File: src/rtl/spi_cmd_sequencer_pkg.sv
// Shared definitions for the SPI command sequencer: opcode classes, FSM states, packet fields.
// Latency: n/a (types, constants and a pure function only).
// Backpressure: n/a.
package spi_cmd_pkg;

  localparam logic [3:0] CLS_NOP    = 4'h0;
  localparam logic [3:0] CLS_REG    = 4'h1;
  localparam logic [3:0] CLS_VERTEX = 4'h2;
  localparam logic [3:0] CLS_DRAW   = 4'h3;
  localparam logic [3:0] CLS_VAR    = 4'hF;

  // Marker bit positions inside fifo_data; byte occupies [7:0].
  localparam int FIRST_BIT = 8;
  localparam int LAST_BIT  = 9;

  typedef enum logic [1:0] {
    ST_IDLE,
    ST_LEN,
    ST_PAYLOAD,
    ST_DISCARD
  } state_t;

  typedef struct packed {
    logic       known;
    logic [7:0] len;
  } cls_info_t;

  // Payload length of fixed-length opcode classes; VAR and unknown classes report known=0.
  function automatic cls_info_t class_info(input logic [3:0] cls);
    cls_info_t info;
    info.known = 1'b1;
    info.len   = 8'd0;
    case (cls)
      CLS_NOP:    info.len = 8'd0;
      CLS_REG:    info.len = 8'd2;
      CLS_VERTEX: info.len = 8'd6;
      CLS_DRAW:   info.len = 8'd1;
      default:    info.known = 1'b0;
    endcase
    return info;
  endfunction

endpackage

File: src/rtl/spi_cmd_sequencer_if.sv
// Command FIFO write port: framed bytes out, full and frame abort alongside.
// Latency: n/a (wiring only).
// Backpressure: fifo_full is a level; the producer drops and flags, it never stalls.
interface spi_cmd_sequencer_if;
  logic       fifo_full;
  logic       fifo_wr;
  logic [9:0] fifo_data;
  logic       frame_abort;

  modport master (input fifo_full, output fifo_wr, output fifo_data, output frame_abort);
  modport slave  (output fifo_full, input fifo_wr, input fifo_data, input frame_abort);
endinterface

File: src/rtl/spi_cmd_sequencer_byte_shifter.sv
// Bit counter and MSB-first shifter; flags the edge that completes a byte.
// Latency: byte_valid/rx_byte are combinational on the 8th sampling edge.
// Backpressure: none; spi_cs low discards any partially shifted byte.
module spi_byte_shifter (
  input  logic       spi_clk,
  input  logic       rst,
  input  logic       spi_cs,
  input  logic       spi_data,
  output logic       byte_valid,
  output logic [7:0] rx_byte,
  output logic       cs_low
);

  logic [2:0] bit_cnt;
  logic [6:0] shift;

  // Count and shift bits while selected; restart the byte whenever spi_cs is low.
  always_ff @(posedge spi_clk or posedge rst) begin
    if (rst) begin
      bit_cnt <= 3'd0;
      shift   <= 7'd0;
    end else if (!spi_cs) begin
      bit_cnt <= 3'd0;
    end else begin
      bit_cnt <= bit_cnt + 3'd1;
      shift   <= {shift[5:0], spi_data};
    end
  end

  assign byte_valid = spi_cs && (bit_cnt == 3'd7);
  assign rx_byte    = {shift, spi_data};
  assign cs_low     = !spi_cs;

endmodule

File: src/rtl/spi_cmd_sequencer.sv
// Frames the MOSI stream into first/last-tagged command bytes for the command FIFO.
// Latency: one spi_clk after the 8th bit edge (fifo_wr/fifo_data registered).
// Backpressure: a byte completing while fifo_full is dropped, flagged, and the frame discarded.
module spi_cmd_sequencer
  import spi_cmd_pkg::*;
#(
  parameter int VAR_MAX = 64
) (
  input  logic spi_clk,
  input  logic rst,
  input  logic spi_cs,
  input  logic spi_data,
  input  logic err_clear,
  output logic err_opcode,
  output logic err_overflow,
  spi_cmd_sequencer_if.master fifo
);

  logic       byte_valid;
  logic [7:0] rx_byte;
  logic       cs_low;

  state_t     state, state_n;
  logic [7:0] remaining, remaining_n;
  logic       wr_n, abort_n, set_opcode, set_overflow;
  logic [9:0] dat_n;
  cls_info_t  info;
  logic       in_cmd;

  spi_byte_shifter u_shifter (
    .spi_clk    (spi_clk),
    .rst        (rst),
    .spi_cs     (spi_cs),
    .spi_data   (spi_data),
    .byte_valid (byte_valid),
    .rx_byte    (rx_byte),
    .cs_low     (cs_low)
  );

  assign info   = class_info(rx_byte[7:4]);
  assign in_cmd = (state == ST_LEN) || (state == ST_PAYLOAD);

  // Next state and next registered outputs from the completed byte, spi_cs and fifo_full.
  always_comb begin
    state_n      = state;
    remaining_n  = remaining;
    wr_n         = 1'b0;
    dat_n        = '0;
    abort_n      = 1'b0;
    set_opcode   = 1'b0;
    set_overflow = 1'b0;
    if (cs_low) begin
      abort_n = in_cmd;
      state_n = ST_IDLE;
    end else if (byte_valid && state != ST_DISCARD) begin
      if (fifo.fifo_full) begin
        set_overflow = 1'b1;
        abort_n      = in_cmd;
        state_n      = ST_DISCARD;
      end else begin
        dat_n[7:0] = rx_byte;
        case (state)
          ST_IDLE: begin
            if (rx_byte[7:4] == CLS_VAR) begin
              wr_n             = 1'b1;
              dat_n[FIRST_BIT] = 1'b1;
              state_n          = ST_LEN;
            end else if (info.known) begin
              wr_n             = 1'b1;
              dat_n[FIRST_BIT] = 1'b1;
              if (info.len == 8'd0) begin
                dat_n[LAST_BIT] = 1'b1;
              end else begin
                remaining_n = info.len;
                state_n     = ST_PAYLOAD;
              end
            end else begin
              set_opcode = 1'b1;
              state_n    = ST_DISCARD;
            end
          end
          ST_LEN: begin
            if (int'(rx_byte) > VAR_MAX) begin
              set_opcode = 1'b1;
              abort_n    = 1'b1;
              state_n    = ST_DISCARD;
            end else begin
              wr_n = 1'b1;
              if (rx_byte == 8'd0) begin
                dat_n[LAST_BIT] = 1'b1;
                state_n         = ST_IDLE;
              end else begin
                remaining_n = rx_byte;
                state_n     = ST_PAYLOAD;
              end
            end
          end
          ST_PAYLOAD: begin
            wr_n        = 1'b1;
            remaining_n = remaining - 8'd1;
            if (remaining == 8'd1) begin
              dat_n[LAST_BIT] = 1'b1;
              state_n         = ST_IDLE;
            end
          end
          default: ;
        endcase
        if (!wr_n) dat_n = '0;
      end
    end
  end

  // State, registered outputs and sticky errors; a set on the clear edge wins.
  always_ff @(posedge spi_clk or posedge rst) begin
    if (rst) begin
      state            <= ST_IDLE;
      remaining        <= 8'd0;
      fifo.fifo_wr     <= 1'b0;
      fifo.fifo_data   <= '0;
      fifo.frame_abort <= 1'b0;
      err_opcode       <= 1'b0;
      err_overflow     <= 1'b0;
    end else begin
      state            <= state_n;
      remaining        <= remaining_n;
      fifo.fifo_wr     <= wr_n;
      fifo.fifo_data   <= dat_n;
      fifo.frame_abort <= abort_n;
      err_opcode       <= (err_opcode & ~err_clear) | set_opcode;
      err_overflow     <= (err_overflow & ~err_clear) | set_overflow;
    end
  end

endmodule
File: src/flat_wrapper.sv
// flat-port wrapper written by rule: the top's interface ports become plain ports
module spi_cmd_sequencer_flat import spi_cmd_pkg::*;
#(
  parameter int VAR_MAX = 64
)
  (spi_clk, rst, spi_cs, spi_data, err_clear, err_opcode, err_overflow, fifo_fifo_full, fifo_fifo_wr, fifo_fifo_data, fifo_frame_abort);
  spi_cmd_sequencer_if fifo_i ();
  input  logic spi_clk;
  input  logic rst;
  input  logic spi_cs;
  input  logic spi_data;
  input  logic err_clear;
  output logic err_opcode;
  output logic err_overflow;
  input wire logic [$bits(fifo_i.fifo_full)-1:0] fifo_fifo_full;
  output wire logic [$bits(fifo_i.fifo_wr)-1:0] fifo_fifo_wr;
  output wire logic [$bits(fifo_i.fifo_data)-1:0] fifo_fifo_data;
  output wire logic [$bits(fifo_i.frame_abort)-1:0] fifo_frame_abort;
  assign fifo_i.fifo_full = fifo_fifo_full;
  assign fifo_fifo_wr = fifo_i.fifo_wr;
  assign fifo_fifo_data = fifo_i.fifo_data;
  assign fifo_frame_abort = fifo_i.frame_abort;
  spi_cmd_sequencer #(.VAR_MAX(VAR_MAX)) u_core (.spi_clk(spi_clk), .rst(rst), .spi_cs(spi_cs), .spi_data(spi_data), .err_clear(err_clear), .err_opcode(err_opcode), .err_overflow(err_overflow), .fifo(fifo_i));
endmodule
File: config.mk
export PLATFORM = sky130hd
export DESIGN_NAME = spi_cmd_sequencer_flat
export DESIGN_NICKNAME = d
export VERILOG_FILES = /design/src/rtl/spi_cmd_sequencer_pkg.sv /design/src/rtl/spi_cmd_sequencer_if.sv /design/src/rtl/spi_cmd_sequencer_byte_shifter.sv /design/src/rtl/spi_cmd_sequencer.sv /design/src/flat_wrapper.sv
export SDC_FILE = /design/constraint.sdc
export NUM_CORES = 1
export LEC_CHECK = 0
export CORE_MARGIN = 8
export CORE_UTILIZATION = 55
export CTS_BUF_LIST = sky130_fd_sc_hd__clkbuf_16
export CTS_CLUSTER_SIZE = 8
export DETAILED_ROUTE_END_ITERATION = 7
export PLACE_DENSITY = 0.89
export SLEW_MARGIN = 10
export SYNTH_ARGS = -nofsm -noshare
export SYNTH_HDL_FRONTEND = slang
export SYNTH_SLANG_ARGS = --single-unit
File: constraint.sdc
create_clock -name spi_clk -period 6.1 [get_ports spi_clk]
set_clock_uncertainty 0.15 [all_clocks]
set_input_delay 1.83 -clock spi_clk [delete_from_list [all_inputs] [get_ports spi_clk]]
set_output_delay 1.83 -clock spi_clk [all_outputs]
set_load 0.02 [all_outputs]
==> results of run 1 <==
-- registers in the layout, summed over array words and instances (netlist names), 2 cells and up --
name,count
u_core.remaining,8
u_core.fifo.fifo_data,10
u_core.state,2
u_core.u_shifter.bit_cnt,3
u_core.u_shifter.shift,7
-- worst max-delay path: cells and delay by family --
family / cells / cell delay [ns]
AND/OR/NAND/NOR: 1 / 0.43
buffers and inverters: 2 / 1.04
AO/OA/AOI/OAI: 3 / 0.61
-- layer usage --
metal,vias to the layer above,share of wire (%)
met5,-,0
met4,0,1.3
met3,4,5.2
met2,36,49
met1,678,45
li1,700,-
-- kinds of logic (layout without fill, tap and decap cells) --
kind of cell | count (synthesis) | count (layout) | share of synthesized area [%]
fa+ha+maj | 8 | 8 | 5.66
flops | 34 | 34 | 48.1
buf+inv | 25 | 43 | 6.29
compound gates | 54 | 54 | 20.7
simple gates | 67 | 67 | 18.2
xor+xnor | 2 | 2 | 0.990
-- cells in the mapped netlist (all sizes together) --
library cell,instances,area share [%]
dfrtp,34,48
o21ai,25,7.3
nand2,24,5.1
nor2,18,3.8
inv,17,3.6
ha,8,5.7
nor3,8,2.3
a21oi,7,2.2
buf,4,1.8
clkbuf,4,0.85
a2bb2oi,3,1.5
a31oi,3,1.1
nand4,3,1.1
nor4,3,1.4
a211oi,2,0.85
a32oi,2,0.99
and2,2,0.71
nor2b,2,0.71
o211ai,2,1.6
o21a,2,0.92
o2bb2ai,2,0.99
o31ai,2,1.4
or4,2,1.3
xnor2,2,0.99
a22o,1,0.50
a22oi,1,0.42
a311oi,1,0.50
a31o,1,0.50
nand2b,1,0.35
nand3,1,0.28
or2,1,0.35
or3,1,0.35
or4b,1,0.57
-- where the power goes --
group / leakage [nW] / switching, mW / internal [mW]
Sequential: 0.458 / 0.0118 / 0.234
Clock: 0.0632 / 0.0805 / 0.145
Combinational: 0.383 / 0.0354 / 0.0227
Total: 0.905 / 0.128 / 0.402
-- layout make-up --
class                           instances  area, sq um  area share (%)
Multi-Input combinational cell        131          807            38.4
Inverter                               17         63.8            3.03
Timing Repair Buffer                   20          198            9.40
Sequential cell                        34          851            40.5
Clock buffer                            5          125            5.95
Clock inverter                          1         3.75           0.178
Tap cell                               44         55.1            2.62
-- through the flow --
step | area [sq um] | util [%]
floorplan | 1770 | -
global placement | 1970 | 64.7
detailed placement | 1970 | 64.7
CTS | 2100 | 68.9
global route | 2100 | 68.9
finish | 2100 | 68.9
-- final timing paths --
path | startpoint | endpoint | depth (start not counted)
setup / recovery | spi_cs | u_core.remaining[4] | 6
hold / removal | u_core.u_shifter.bit_cnt[0] | u_core.u_shifter.bit_cnt[0] | 1
max in group asynchronous | rst | u_core.fifo.frame_abort | 3
setup reg to reg | u_core.u_shifter.shift[4] | u_core.remaining[2] | 5
hold reg to reg | u_core.u_shifter.bit_cnt[0] | u_core.u_shifter.bit_cnt[0] | 1
min in group asynchronous | rst | u_core.u_shifter.shift[4] | 3
==> results by group, run 1 <==
Clocking
  • Postcts setup bufs: 0
  • Clk sinks: 34
  • Cts bufs inserted: 5
  • Reg clk slew, reported paths: roughly 0.05 ns
  • CTS Hold Bufs: 0
  • TritonCTS clock tree: built
  • CTS Buffer Depth: 2
  • Clock Latency Late Sink: 0.27 ns
  • Root buf cell: clkbuf_16
  • Resize count post-CTS: 0
  • # H-tree levels: 2

Synthesis
  • Post-Syn Nets: 204
  • Syn Std Cell Area: approximately 1800 sq um
  • Mapped Cells: 190
  • FF+latch count, synth: 34
  • Avg Cell Area, Syn: around 9.3 sq um
  • Number of distinct library cells after synthesis: 39
  • Sequential cell area fraction in the yosys report: between 40% and 50%
  • Syn. warnings: 0

GRT
  • GR Overflow Total: 0
  • Gr busiest metal: met2
  • Vias in the first global route: ~1400
  • Met2 GRT Util: 25.0%
  • Total track usage: about 16%
  • M1 GR Usage: between 10% and 20%
  • First-pass GRT wire length: between 6000 and 7000 microns
  • M3 GR Usage: under 10%
  • Initial antenna violation count: 0
  • Largest net degree at the start of global routing: 35

Finish
  • Commonest non-fill, non-tap cells in the layout: dfrtp_1, nand2_1, o21ai_0
  • Nets: around 220
  • Fillers: approximately 250
  • Commonest non-fill, non-tap cell in the layout: dfrtp_1
  • Layout cells sized above 1: under 10%
  • Layout area overhead: 18.9%
  • Ant. Diodes: 0
  • Final Instance Count excl. Fillers: 252

Pwr
  • Peak VDD IR: 0.225 mV
  • Tot Pwr: ~0.53 mW
  • Pleak: slightly above 0.9 nW
  • Pwr Density: around 250 nW/um^2

Routing
  • Final ANT Viol Nets: 0
  • Pre-antenna DRT Iters: 4
  • Number of remaining DRC errors: 0
  • Avg Vias per Cell: between 5 and 6
  • DR vias: between 1000 and 1500
  • WL final: around 3700 microns
  • Wire per inst: roughly 15 microns
  • Drt first-iter violations: about 130

Worst setup path
  • CP arrival: approximately 3.9 ns
  • Crit Path Max Fanout: 21
  • Internal reg-to-reg setup slack: roughly 3.9 ns
  • Startpoint type of the worst setup path: primary input
  • Crit Path Category: in -> reg
  • Delay of the slowest critical-path stage: between 0.8 and 0.9 ns
  • CP cell instances: clkdlybuf4s50_1, inv_1, nor3_1, o211ai_4, o21ai_0, o31ai_2
  • Worst Path Required: about 6 ns
  • Crit path capture type: flip-flop
  • Slowest cell on the critical path: clkdlybuf4s50_1

Placed design
  • I/O Buffers: 19
  • HPWL after DPL: 2640 microns
  • Placed insts: 246
  • GP Congestion: 0.983
  • Post-place setup slack: around 1.9 ns

Timing
  • Max Freq: 0.255 GHz
  • Fin worst setup slack: between 2 and 2.5 ns
  • RSZ-0062 raised after global routing: false
  • Relative slew slack: between 50% and 60%
  • Fin Hold WS: about 0.29 ns
  • Final worst-path cycle share: between 60% and 70%
  • Least-Margin Pin Slew: ~0.6 ns
  • Final Hold Vio Count: 0
  • Final min period: between 3 and 4 ns
  • Final setup vio count: 0
  • Setup TNS: 0 ns
  • Slew Viols, Final: 0

Floorplanning
  • Width of the die: roughly 73 microns
  • Die height: about 73 microns
  • Starting Density: roughly 58%
  • Core Area: a little over 3000 sq um
  • # rows: 20
  • Die area: around 5300 sq um
  • IO Count: 20

Worst hold path
  • HP Class: reg -> reg

Outcome
  • Status: finished clean

Run
  • Max-cap violations: 0
Power figures use the tool's default switching activity.
==> inputs of run 2 (changes only) <==
--- a/config.mk
+++ b/config.mk
@@ -6,11 +6,11 @@
 export NUM_CORES = 1
 export LEC_CHECK = 0
 export CORE_MARGIN = 8
-export CORE_UTILIZATION = 55
+export CORE_UTILIZATION = 50
 export CTS_BUF_LIST = sky130_fd_sc_hd__clkbuf_16
 export CTS_CLUSTER_SIZE = 8
 export DETAILED_ROUTE_END_ITERATION = 7
-export PLACE_DENSITY = 0.89
+export PLACE_DENSITY = 0.86
 export SLEW_MARGIN = 10
 export SYNTH_ARGS = -nofsm -noshare
 export SYNTH_HDL_FRONTEND = slang
==> constraint.sdc (replaced) <==
create_clock -name spi_clk -period 3.2 [get_ports spi_clk]
set_clock_uncertainty 0.15 [all_clocks]
set_input_delay 0.96 -clock spi_clk [delete_from_list [all_inputs] [get_ports spi_clk]]
set_output_delay 0.96 -clock spi_clk [all_outputs]
set_load 0.02 [all_outputs]
==> run 2 against run 1 <==
Routed wire length rose by 6.0%. First-iteration DRC count fell by 0.79%. Die area is 7.8% higher. Non-clock buffer count up 1. Global-route usage is essentially flat. Via count grew 2.8%. Hold slack got worse by 0.0034 ns. Critical endpoint unchanged.
==> results by group, run 2 (synthesis gave the netlist of run 1 again) <==
Pwr
  • Combinational share of power: 10.3% (-0.7 points)
  • Register share of total power: 42.4% (-4.1 points)
  • Peak VDD IR: 0.458 mV (+100%)
  • Clk network pwr share: 47.3% (+4.8 points)
  • Power Internal: 0.851 mW (+110%)
  • Switching Fraction: 23.0% (-1.1 points)
  • Pleak: 0.933 nW (+3.1%)
  • Psw: 0.254 mW (+99%)
  • Pwr Density: 515 nW/um^2 (+100%)

GRT
  • First-pass GRT wire length: 6630 microns (+4.0%)
  • Vias in the first global route: 1449 (+5.3%)
  • Initial antenna violation count: 0 (unchanged)
  • Largest net degree at the start of global routing: 35 (unchanged)
  • GR Overflow Total: 0 (unchanged)
  • Total track usage: 15.6% (about the same)

Timing
  • Final Hold Vio Count: 0 (unchanged)
  • Final setup vio count: 0 (unchanged)
  • Relative slew slack: 64.5% (+4.5 points)
  • RSZ-0062 raised after global routing: false
  • Max Freq: between 0.3 and 0.4 GHz
  • Final min period: 2.73 ns
  • Setup TNS: 0 ns (unchanged)
  • Slew Viols, Final: 0 (unchanged)
  • Final worst-path cycle share: 85.5%
  • Least-Margin Pin Slew: 0.528 ns (-0.0710 ns)
  • Fin worst setup slack: 0.466 ns (-1.71 ns)

Finish
  • Commonest non-fill, non-tap cell in the layout: dfrtp_1
  • Fin util: 63.8% (-5.1 points)
  • Max reg flops: 10 (unchanged)
  • Multi-input gate area: 807 sq um (unchanged)
  • Nets: 224 (+0.45%)
  • Layout cells sized above 1: 8.53% (+0.84 points)
  • Reg area: 851 sq um (unchanged)
  • Fillers: 296 (+19%)
  • Commonest non-fill, non-tap cells in the layout: dfrtp_1, nand2_1, o21ai_0
  • Largest Register: u_core.fifo.fifo_data
  • Ant. Diodes: 0 (unchanged)
  • Biggest regs: u_core.fifo.fifo_data (10), u_core.remaining (8), u_core.u_shifter.shift (7)
  • Layout area overhead: 21.4%

Placed design
  • Post-place setup slack: 0.177 ns (-1.72 ns)
  • HPWL after DPL: 2790 microns (+5.6%)
  • I/O Buffers: 19 (unchanged)
  • GP Congestion: 0.862 (-12%)

Floorplanning
  • # rows: 21 (+5.0%)
  • Die area: 5700 sq um (+7.8%)
  • Core Area: 3360 sq um (+10%)
  • IO Count: 20 (unchanged)
  • Die height: 75.5 microns (+3.8%)
  • Width of the die: 75.5 microns (+3.8%)
  • Starting Density: 52.6% (-5.3 points)

Worst hold path
  • HP Class: reg -> reg
  • Hold EP: u_core.u_shifter.bit_cnt[0]
  • Hold Crit Start: u_core.u_shifter.bit_cnt[0]
  • Hold Path Stages: 1 (unchanged)

Clocking
  • Root buf cell: clkbuf_16
  • # H-tree levels: 2 (unchanged)
  • CTS Hold Bufs: 0 (unchanged)
  • Clock Latency Late Sink: 0.28 ns (about the same)
  • Cts bufs inserted: 5 (unchanged)
  • Clk sinks: 34 (unchanged)
  • TritonCTS clock tree: built
  • Resize count post-CTS: 0 (unchanged)
  • CTS Buffer Depth: 2 (unchanged)
  • Reg clk slew, reported paths: 0.05 ns (about the same)
  • Postcts setup bufs: 0 (unchanged)

Worst setup path
  • Reg-to-Reg Start: u_core.u_shifter.shift[4]
  • R2R depth: 5 (unchanged)
  • CP arrival: 2.74 ns (-1.18 ns)
  • Crit Path Max Fanout: 16 (-24%)
  • Worst Path Required: 3.20 ns (-2.90 ns)
  • Startpoint type of the worst setup path: primary input
  • Crit path capture type: flip-flop
  • CP Launch Point: spi_data
  • Crit Path Category: in -> reg
  • Internal reg-to-reg setup slack: 1.00 ns (-2.92 ns)
  • Worst r2r dst: u_core.remaining[4]

Routing
  • Final ANT Viol Nets: 0 (unchanged)
  • DR vias: 1458 (+2.8%)
  • Avg Vias per Cell: 5.67 (+0.82%)
  • Number of remaining DRC errors: 0 (unchanged)
  • WL final: 3920 microns (+6.0%)
  • Pre-antenna DRT Iters: 4 (unchanged)
  • Drt first-iter violations: 125 (-0.79%)
  • Wire per inst: 15.3 microns (+4.0%)

Run
  • Max-cap violations: 0 (unchanged)

Outcome
  • Status: finished clean
-- run 2: changes by cell type in the layout (fill, tap and decap cells not counted) --
| cell | previous run | this run |
|---|---|---|
| clkinv_1 | 1 | 0 |
| inv_1 | 17 | 19 |
| bufinv_16 | 0 | 1 |
| buf_4 | 1 | 2 |
-- run 2: worst max path at each step --
| stage | cells after the start | endpoint | slack [ns] |
|---|---|---|---|
| global route | 6 | u_core.remaining[4] | 0.33 |
| global placement | 6 | u_core.remaining[4] | 0.24 |
| finish | 6 | u_core.remaining[4] | 0.47 |
| CTS | 6 | u_core.remaining[4] | 0.47 |
| floorplan | 5 | u_core.remaining[4] | 0.81 |
| detailed placement | 6 | u_core.remaining[4] | 0.18 |
-- run 2: area by class of cell --
cell class              count  share of cell area (%)
multi-input cells         131                    37.6
well taps                  46                    2.68
repair buffers             21                    9.56
flip-flops and latches     34                    39.6
clock buffers               5                    5.83
clock inverters             3                    1.75
inverters                  17                    2.97
-- run 2: per-layer routing --
metal | global-route usage, % | routed length, microns | share of wire [%] | up-vias
met3 | 4.87 | 224 | 5.7 | 7
li1 | - | - | - | 702
met4 | 6.40 | 57 | 1.5 | 0
met5 | 0 | 0 | 0 | -
met1 | 17.2 | 1730 | 44 | 707
met2 | 27.0 | 1910 | 49 | 42
-- run 2: stage by stage --
step / area [sq um] / total power [mW] / std cells / hold WS (ns)
finish: 2150 / 1.10 / 257 / 0.284
global route: 2150 / 1.15 / 257 / 0.290
CTS: 2150 / 1.11 / 257 / 0.284
global placement: 1980 / 0.584 / 249 / 0.266
floorplan: 1770 / 0.558 / 190 / 0.253
detailed placement: 1980 / 0.588 / 249 / 0.267
-- run 2: worst max-delay path, stage by stage --
cell and delay [ns]:
clkdlybuf4s50_1 0.45, or4b_1 0.55, o21ai_2 0.20, o211ai_4 0.19, o21ai_0 0.28, o31ai_2 0.10
-- run 2: power groups by stage --
stage / Combinational, mW / Sequential (mW) / Clock (mW)
5_1_grt: 0.130 / 0.470 / 0.550
3_5_place_dp: 0.113 / 0.475 / 0
6_report: 0.114 / 0.469 / 0.522
4_1_cts: 0.114 / 0.468 / 0.529
3_3_place_gp: 0.109 / 0.475 / 0
2_1_floorplan: 0.0915 / 0.466 / 0
==> inputs of run 3 (changes only) <==
--- a/config.mk
+++ b/config.mk
@@ -10,6 +10,7 @@
 export CTS_BUF_LIST = sky130_fd_sc_hd__clkbuf_16
 export CTS_CLUSTER_SIZE = 8
 export DETAILED_ROUTE_END_ITERATION = 7
+export GPL_ROUTABILITY_DRIVEN = 0
 export PLACE_DENSITY = 0.86
 export SLEW_MARGIN = 10
 export SYNTH_ARGS = -nofsm -noshare
==> constraint.sdc (replaced) <==
create_clock -name spi_clk -period 2.4 [get_ports spi_clk]
set_clock_uncertainty 0.15 [all_clocks]
set_input_delay 0.72 -clock spi_clk [delete_from_list [all_inputs] [get_ports spi_clk]]
set_output_delay 0.72 -clock spi_clk [all_outputs]
set_load 0.02 [all_outputs]
==> run 3 against run 2 <==
Hold slack worse by 0.0053 ns. Global-route usage up 0.23 points. Critical path depth down 1. Critical path type is now reg -> reg. Critical endpoint unchanged.
==> results by group, run 3 (synthesis gave the netlist of run 1 again) <==
Timing
  • Fin worst setup slack: 0.198 ns (-0.267 ns)
  • Max Freq: approximately 0.45 GHz
  • RSZ-0062 raised after global routing: false
  • Fin Hold WS: 0.279 ns (-0.00535 ns)
  • Final setup vio count: 0 (unchanged)
  • Slew Viols, Final: 0 (unchanged)
  • Final Hold Vio Count: 0 (unchanged)
  • Least-Margin Pin Slew: 0.593 ns (+0.0647 ns)
  • Final worst-path cycle share: 91.7%
  • Relative slew slack: 60.1% (-4.4 points)
  • Final min period: 2.20 ns

Clocking
  • TritonCTS clock tree: built
  • Cts bufs inserted: 5 (unchanged)
  • # H-tree levels: 2 (unchanged)
  • Root buf cell: clkbuf_16
  • Reg clk slew, reported paths: 0.05 ns (about the same)
  • Clock Latency Late Sink: 0.28 ns (about the same)
  • CTS Buffer Depth: 2 (unchanged)
  • CTS Hold Bufs: 0 (unchanged)
  • Clk sinks: 34 (unchanged)

GRT
  • GR Overflow Total: 0 (unchanged)
  • Initial antenna violation count: 0 (unchanged)
  • First-pass GRT wire length: 6810 microns (+2.7%)
  • Total track usage: 15.8% (+0.23 points)
  • Largest net degree at the start of global routing: 35 (unchanged)
  • Vias in the first global route: 1459 (+0.69%)

Finish
  • Ant. Diodes: 0 (unchanged)
  • Largest Register: u_core.fifo.fifo_data
  • Multi-input gate area: 836 sq um (+3.6%)
  • Layout cells sized above 1: 14.5% (+6.0 points)
  • Fillers: 280 (-5.4%)
  • Biggest regs: u_core.fifo.fifo_data (10), u_core.remaining (8), u_core.u_shifter.shift (7)
  • Nets: 233 (+4.0%)
  • Max reg flops: 10 (unchanged)
  • Commonest non-fill, non-tap cells in the layout: dfrtp_1, nand2_1, o21ai_0
  • Finished Cell Area: 2220 sq um (+3.5%)
  • Reg area: 851 sq um (unchanged)
  • Commonest non-fill, non-tap cell in the layout: dfrtp_1
  • Layout area overhead: 25.6%

Placed design
  • Post-DP Area: 2040 sq um (+2.6%)
  • Post-place setup slack: -0.379 ns (-0.556 ns)
  • I/O Buffers: 19 (unchanged)
  • HPWL after DPL: 2800 microns (+0.31%)

Pwr
  • Pleak: 0.971 nW (+4.2%)
  • Pwr Density: 641 nW/um^2 (+25%)
  • Peak VDD IR: 0.551 mV (+20%)

Routing
  • Number of remaining DRC errors: 0 (unchanged)
  • Pre-antenna DRT Iters: 5 (+1)
  • DR vias: 1520 (+4.3%)
  • Final ANT Viol Nets: 0 (unchanged)
  • Drt first-iter violations: 79 (-37%)
  • Avg Vias per Cell: 5.71 (+0.73%)
  • Wire per inst: 15.9 microns (+4.5%)
  • WL final: 4240 microns (+8.2%)

Worst setup path
  • CP bufs+invs: 1 (unchanged)
  • Crit path max-delay family: compound AO/OA/AOI/OAI gates
  • Slowest cell on the critical path: dfrtp_1
  • CP arrival: 2.24 ns (-0.50 ns)
  • CP cell instances: or2_2, o21ai_0, o211ai_4, buf_4, o31ai_2
  • R2R depth: 5 (unchanged)
  • Worst Path Required: 2.44 ns (-0.76 ns)
  • Startpoint type of the worst setup path: flip-flop
  • Worst r2r dst: u_core.remaining[4]
  • Delay of the slowest critical-path stage: 0.48 ns (-0.07 ns)
  • Crit Path Category: reg -> reg
  • Reg-to-Reg Start: u_core.u_shifter.shift[5]
  • Crit Path Max Fanout: 8 (-8)
  • Internal reg-to-reg setup slack: 0.20 ns (-0.80 ns)
  • Crit path capture type: flip-flop

Floorplanning
  • Core Area: 3360 sq um (unchanged)
  • # rows: 21 (unchanged)
  • IO Count: 20 (unchanged)
  • Width of the die: 75.5 microns (unchanged)
  • Starting Density: 52.6% (unchanged)
  • Die height: 75.5 microns (unchanged)
  • Die area: 5700 sq um (unchanged)

Worst hold path
  • Hold EP: u_core.u_shifter.bit_cnt[0]
  • Hold Crit Start: u_core.u_shifter.bit_cnt[0]
  • Hold Path Stages: 1 (unchanged)
  • HP Class: reg -> reg

Run
  • Max-cap violations: 0 (unchanged)

Outcome
  • Status: finished clean
==> run 3: repair_timing <==
action                                 in CTS  in global routing
resized for setup                           2                  4
pin swaps                                   0                  2
setup endpoints to repair                   7                 18
gates cloned                                0                  1
endpoints found under the hold margin       0                  0
buffers inserted                            0                  1
==> run 3: how the worst max path moves through the flow <==
stage	from	endpoint	slack, ns	cells past startpoint
final	u_core.u_shifter.shift[5]	u_core.remaining[4]	0.20	5
after CTS	spi_data	u_core.remaining[4]	-0.01	6
after floorplan	spi_data	u_core.remaining[4]	0.25	5
after detailed placement	spi_data	u_core.remaining[4]	-0.38	6
after global routing	u_core.u_shifter.shift[5]	u_core.remaining[7]	0.09	5
after global placement	spi_data	u_core.remaining[4]	-0.29	6
==> run 3: cell type report <==
type,count,area share [%]
Clock buffer,5,5.63
Tap cell,46,2.59
Sequential cell,34,38.3
Clock inverter,3,0.957
Multi-Input combinational cell,132,37.6
Timing Repair Buffer,29,12.0
Inverter,17,2.87
==> run 3: through the flow <==
| stage | util [%] | power (mW) | instances | setup TNS, ns |
|---|---|---|---|---|
| global placement | 60.6 | 0.789 | 256 | -4.91 |
| CTS | 64.9 | 1.42 | 264 | -0.0214 |
| floorplan | - | 0.744 | 190 | 0 |
| detailed placement | 60.6 | 0.796 | 256 | -5.57 |
| global route | 66.1 | 1.47 | 266 | 0 |
| finish | 66.1 | 1.42 | 266 | 0 |
==> run 3: power breakdown <==
part	leakage [nW]	internal (mW)	switching (mW)
logic	0.443	0.0688	0.117
registers	0.458	0.595	0.0233
clock network	0.0698	0.383	0.238
total	0.971	1.05	0.378
==> run 3: layer usage <==
layer	global-route usage [%]	part of all wire, %	up-vias
li1	-	-	725
met1	18.7	42	733
met2	25.6	50	54
met3	5.00	7.0	8
met4	7.25	1.5	0
met5	0	0	-
